<file path="config.mk">
export PLATFORM = sky130hd
export DESIGN_NAME = mmio_uart_tx
export DESIGN_NICKNAME = d
export VERILOG_FILES = /design/src/rtl/mmio_uart_tx.sv
export SDC_FILE = /design/constraint.sdc
export NUM_CORES = 1
export LEC_CHECK = 0
export BUFFER_PORTS_ARGS = -buffer_cell sky130_fd_sc_hd__buf_2
export CAP_MARGIN = 30
export CORE_ASPECT_RATIO = 0.7
export CORE_MARGIN = 4
export CORE_UTILIZATION = 47
export DETAILED_ROUTE_END_ITERATION = 8
export GPL_TIMING_DRIVEN = 0
export PLACE_DENSITY = 0.67
export SYNTH_ARGS = -nofsm -noshare
export SYNTH_HDL_FRONTEND = slang
export SYNTH_SLANG_ARGS = --single-unit
export TNS_END_PERCENT = 20
</file>
<file path="constraint.sdc">
create_clock -name clk_i -period 8.33 [get_ports clk_i]
set_input_delay 0.833 -clock clk_i [delete_from_list [all_inputs] [get_ports clk_i]]
set_output_delay 0.833 -clock clk_i [all_outputs]
set_load 0.01 [all_outputs]
</file>
<file path="src/rtl/mmio_uart_tx.sv">
// rtl/mmio_uart_tx.sv - memory-mapped UART transmitter with TX FIFO and status register
// Optional even-parity bit after the data bits when UART_TX_PARITY_EN is defined.
module mmio_uart_tx #(
  parameter int          CLK_FREQ   = 100_000_000,
  parameter int          BAUD       = 115_200,
  parameter int          FIFO_DEPTH = 16,
  parameter logic [31:0] BASE_ADDR  = 32'h0000_2000
) (
  input  logic        clk_i,
  input  logic        rst_i,
  input  logic [31:0] addr_i,
  input  logic [31:0] wdata_i,
  input  logic        we_i,
  output logic [31:0] rdata_o,
  output logic        hit_o,
  output logic        tx_o
);

  localparam int          CLKS_PER_BIT = CLK_FREQ / BAUD;
  localparam int          BAUD_W       = (CLKS_PER_BIT > 1) ? $clog2(CLKS_PER_BIT) : 1;
  localparam int          PTR_W        = $clog2(FIFO_DEPTH);
  localparam int          CNT_W        = PTR_W + 1;
  localparam logic [31:0] STATUS_ADDR  = BASE_ADDR + 32'd4;

  typedef enum logic [2:0] {
    S_IDLE,
    S_START,
    S_DATA,
`ifdef UART_TX_PARITY_EN
    S_PARITY,
`endif
    S_STOP
  } state_t;

  state_t            state, state_n;
  logic [7:0]        mem [FIFO_DEPTH];
  logic [PTR_W-1:0]  wr_ptr, rd_ptr;
  logic [CNT_W-1:0]  count;
  logic              overflow;
  logic [BAUD_W-1:0] baud_cnt;
  logic [2:0]        bit_cnt;
  logic [7:0]        shift, shift_n;
  logic              tx_n;
  logic              data_sel, stat_sel, fifo_empty, fifo_full, baud_last;
  logic              pop, push_req, push, ovf_set, ovf_clr;
  logic              unused_wdata;

  assign data_sel   = (addr_i == BASE_ADDR);
  assign stat_sel   = (addr_i == STATUS_ADDR);
  assign hit_o      = data_sel | stat_sel;
  assign fifo_empty = (count == '0);
  assign fifo_full  = (count == CNT_W'(FIFO_DEPTH));
  assign baud_last  = (baud_cnt == BAUD_W'(CLKS_PER_BIT - 1));
  // A pop happens either from idle or on the last stop-bit cycle, giving gapless frames.
  assign pop        = !fifo_empty && ((state == S_IDLE) || ((state == S_STOP) && baud_last));
  assign push_req   = we_i && data_sel;
  assign push       = push_req && (!fifo_full || pop);
  assign ovf_set    = push_req && fifo_full && !pop;
  assign ovf_clr    = we_i && stat_sel && wdata_i[3];
  assign unused_wdata = ^wdata_i[31:8];

  always_ff @(posedge clk_i) begin
    if (rst_i) state <= S_IDLE;
    else       state <= state_n;
  end

  always_comb begin
    state_n = state;
    case (state)
      S_IDLE:  if (pop) state_n = S_START;
      S_START: if (baud_last) state_n = S_DATA;
`ifdef UART_TX_PARITY_EN
      S_DATA:   if (baud_last && bit_cnt == 3'd7) state_n = S_PARITY;
      S_PARITY: if (baud_last) state_n = S_STOP;
`else
      S_DATA:   if (baud_last && bit_cnt == 3'd7) state_n = S_STOP;
`endif
      S_STOP:  if (baud_last) state_n = pop ? S_START : S_IDLE;
      default: state_n = S_IDLE;
    endcase
  end

`ifdef UART_TX_PARITY_EN
  logic parity;
  always_ff @(posedge clk_i) begin
    if (rst_i)    parity <= 1'b0;
    else if (pop) parity <= ^mem[rd_ptr];
  end
`endif

  always_comb begin
    shift_n = shift;
    if (pop)                             shift_n = mem[rd_ptr];
    else if (state == S_DATA && baud_last) shift_n = {1'b0, shift[7:1]};
    tx_n = 1'b1;
    case (state_n)
      S_START:  tx_n = 1'b0;
      S_DATA:   tx_n = shift_n[0];
`ifdef UART_TX_PARITY_EN
      S_PARITY: tx_n = parity;
`endif
      default:  tx_n = 1'b1;
    endcase
    rdata_o = 32'h0;
    if (stat_sel)
      rdata_o = {16'h0, 8'(count), 4'h0, overflow, fifo_empty, fifo_full, state != S_IDLE};
  end

  always_ff @(posedge clk_i) begin
    if (push) mem[wr_ptr] <= wdata_i[7:0];
  end

  always_ff @(posedge clk_i) begin
    if (rst_i) begin
      tx_o     <= 1'b1;
      shift    <= '0;
      wr_ptr   <= '0;
      rd_ptr   <= '0;
      count    <= '0;
      overflow <= 1'b0;
      baud_cnt <= '0;
      bit_cnt  <= '0;
    end else begin
      tx_o  <= tx_n;
      shift <= shift_n;
      if (push) wr_ptr <= wr_ptr + PTR_W'(1);
      if (pop)  rd_ptr <= rd_ptr + PTR_W'(1);
      case ({push, pop})
        2'b10:   count <= count + CNT_W'(1);
        2'b01:   count <= count - CNT_W'(1);
        default: count <= count;
      endcase
      if (ovf_set)      overflow <= 1'b1;
      else if (ovf_clr) overflow <= 1'b0;
      if (state == S_IDLE || baud_last) baud_cnt <= '0;
      else                              baud_cnt <= baud_cnt + BAUD_W'(1);
      if (state != S_DATA)    bit_cnt <= '0;
      else if (baud_last)     bit_cnt <= bit_cnt + 3'd1;
    end
  end

endmodule

</file>
==> results.toml <==
[logic_synthesis]
yosys.area.top_type_share = 0.528
synthFlopType = "edfxtp_1"
mappedNetlistArea_um2 = 7280
yosysSeqAreaShare = 0.646
yosysWarnings = 0
yosysTopAreaCell = "edfxtp_1"
synth_cell_types = 46
async_flop_share = 0
postSynthCellCount = 492
ys_ff_latch = 171
ys_top_cells_by_area = "edfxtp_1 (53%), dfxtp_1 (12%), mux4_2 (9.9%)"
synth.avg_cell_area_um2 = 14.8
yosysMostFrequentCell = "edfxtp_1"
synth_edf_count = 128
synth_common_cells = "edfxtp_1 (128), dfxtp_1 (43), nor2_1 (33)"

[clocking]
cts.sinks = 171
cts_tree = "built"
post_cts_buffers = 0
hold_buffers = 0
clockBufferDepth = 2
numCtsBuffers = 17
clk_latency_ps = 430
clockRootBuffer = "clkbuf_16"
cts-resized-gates = 0
clk_pin_slew_ps = 70
htreeDepth = 4

[global_routing]
antenna_found_initial = 0
grt_start_max_net_pins = 19
grt_overflow_total = 0
grtUsageTotal = 0.179
first_global_vias = 4160
grt_first_pass_wirelength_um = 23600

[min_path]
worstHoldPathCells = 1
hold_path_class = "reg2reg"
holdPathEnd = "baud_cnt[0]"
hold_path_startpoint = "baud_cnt[0]"

[place]
io_buffers = 53
dp_hpwl_um = 10800
gp_congestion = 0.779

[cells_and_area]
finalNetCount = 666
fillCellCount = 1193
drive_above_1_share = 0.260
n_antenna_cell = 0
finish.utilization = 0.566
area_delta_synth_final_pct = 16.3

[critical_path]
cp-end-kind = "register"
r2r_end = "count[4]"
reg2reg_depth = 16
rr_startpoint = "baud_cnt[3]"
path_class = "in2reg"
path_buf_inv = 4
path_cells = "buf_2 -> nor4_1 -> nand4_1 -> or4_1 -> nor2_2 -> clkbuf_1 -> inv_1 -> ha_1 -> clkbuf_1 -> xor2_1 -> ha_1 -> a21oi_1 -> a21bo_2 -> nand3b_1 -> a31oi_1 -> mux2_2"
start_kind = "input pin"
arrival_ps = 4840
critPathMaxStageDelay_ps = 630
worstPathMaxFanout = 10
crit_family = "simple AND/OR/NAND/NOR gates"
rrSetupSlack_ps = 3820
cpMaxStageDelayCell = "or4_1"
required_ps = 8640

[sta]
drv_slew = 0
setup_viol = 0
hold_viol = 0
final.setup.tns_ps = 0
finalCritPeriodShare = 0.543
tightest_slew_ps = 818
fmax_mhz = 221
fin_skew_ps = 13.8
slew-limit-headroom = 0.455
rsz0062_at_grt = "false"
finalCriticalPeriod_ps = 4520

[routing]
vias_per_cell = 5.50
drtPass1Iterations = 5
antenna_left = 0
vias = 4373
wl_um = 15400
drc_errors = 0
drt-initial-drc-count = 394
routedWlPerCell_um = 19.3

[pwr]
leakagePower_uw = 0.00309
irDropWorstVdd_mv = 0.174
p_per_area_nw_per_um2 = 206

[flow_run]
drv_cap = 0

[floorplanning]
initial_core_util = 0.487
die_h_um = 112
core-area_um2 = 15000
die_w_um = 157
io_pins = 101
rows = 37
floorplan.die_area_um2 = 17600

[run_status]
status = "finished clean"
## per-layer routing
layer,global-route usage,routed length (µm),up-vias
li1,-,-,2052
met1,0.269,7160,2152
met2,0.263,6870,151
met3,0.0482,1160,18
met4,0.0387,179,0
met5,0,0,-
## report_power, final
group / internal (µW) / switching, µW / leakage (µW) / total (µW)
sequential: 914 / 0.450 / 0.00150 / 914
combinational: 15.8 / 24.8 / 0.00130 / 40.6
clock: 429 / 359 / 0.000288 / 788
## logic make-up (layout without fill, tap and decap cells)
kind of cell,count (synthesis),after routing,synth area share
buffers and inverters,59,144,0.0431
AND/OR/NAND/NOR,135,135,0.101
XOR/XNOR,16,16,0.0192
multiplexers,45,45,0.117
other,1,24,0.000515
adder cells (fa/ha/maj),12,12,0.0206
AO/OA/AOI/OAI,53,53,0.0519
flip-flops,171,171,0.646
## layout by cell type (no fill, tap or decap), types with 7 or more instances in the layout
cell,count
inv_1,13
nor3_1,7
mux2i_1,10
buf_4,23
nand3_1,11
nor2_1,33
a211oi_1,7
buf_2,58
clkbuf_16,17
clkbuf_1,18
ha_1,12
a21oi_1,11
a22oi_1,16
edfxtp_1,128
xor2_1,11
conb_1,24
dfxtp_1,43
inv_8,7
nand2_1,13
and3_1,26
nor4_1,9
mux4_2,32
## state kept, by name (all words and copies together) (netlist names), named ones only
| register | flops |
|---|---|
| rd_ptr | 4 |
| state | 3 |
| shift | 8 |
| baud_cnt | 10 |
| overflow | 1 |
| bit_cnt | 3 |
| tx_o | 1 |
| mem | 128 |
| count | 5 |
| wr_ptr | 4 |
## cell type report
class                      instances  area [µm²]  share of cell area
sequential                       171        4700               0.555
multi-input combinational        285        2350               0.277
clock buffer                      17         425              0.0502
timing repair buffer              53         265              0.0313
buffer                            46         265              0.0313
tap                              195         244              0.0288
clock inverter                    15         168              0.0198
inverter                          13        48.8             0.00576
## through the flow
stage / instance area [µm²] / std cells / hold WS [ps] / total power, µW / setup slack, ps
final: 8470 / 795 / 456 / 1740 / 3810
after global routing: 8470 / 795 / 499 / 1800 / 3530
after CTS: 8470 / 795 / 463 / 1760 / 3840
after detailed placement: 7880 / 763 / 453 / 974 / 3400
after global placement: 7880 / 763 / 428 / 972 / 3570
after floorplan: 7370 / 515 / 418 / 951 / 4280
## worst register-to-register path: cells and delay by family (launching register included)
kind / cells / cell delay [ps]
adder cells (fa/ha/maj): 2 / 450
multiplexers: 1 / 360
XOR/XNOR: 1 / 190
flip-flops: 1 / 350
AO/OA/AOI/OAI: 5 / 1250
AND/OR/NAND/NOR: 3 / 910
buffers and inverters: 4 / 870
## worst max path at each step
stage	start	end	slack (ps)	depth (start not counted)
detailed placement	addr_i[5]	count[4]	3400	16
finish	addr_i[5]	count[4]	3810	16
floorplan	addr_i[12]	count[4]	4280	15
global route	addr_i[12]	count[4]	3530	16
CTS	addr_i[5]	count[4]	3840	16
global placement	addr_i[12]	count[4]	3570	16
Power figures use the tool's default switching activity.
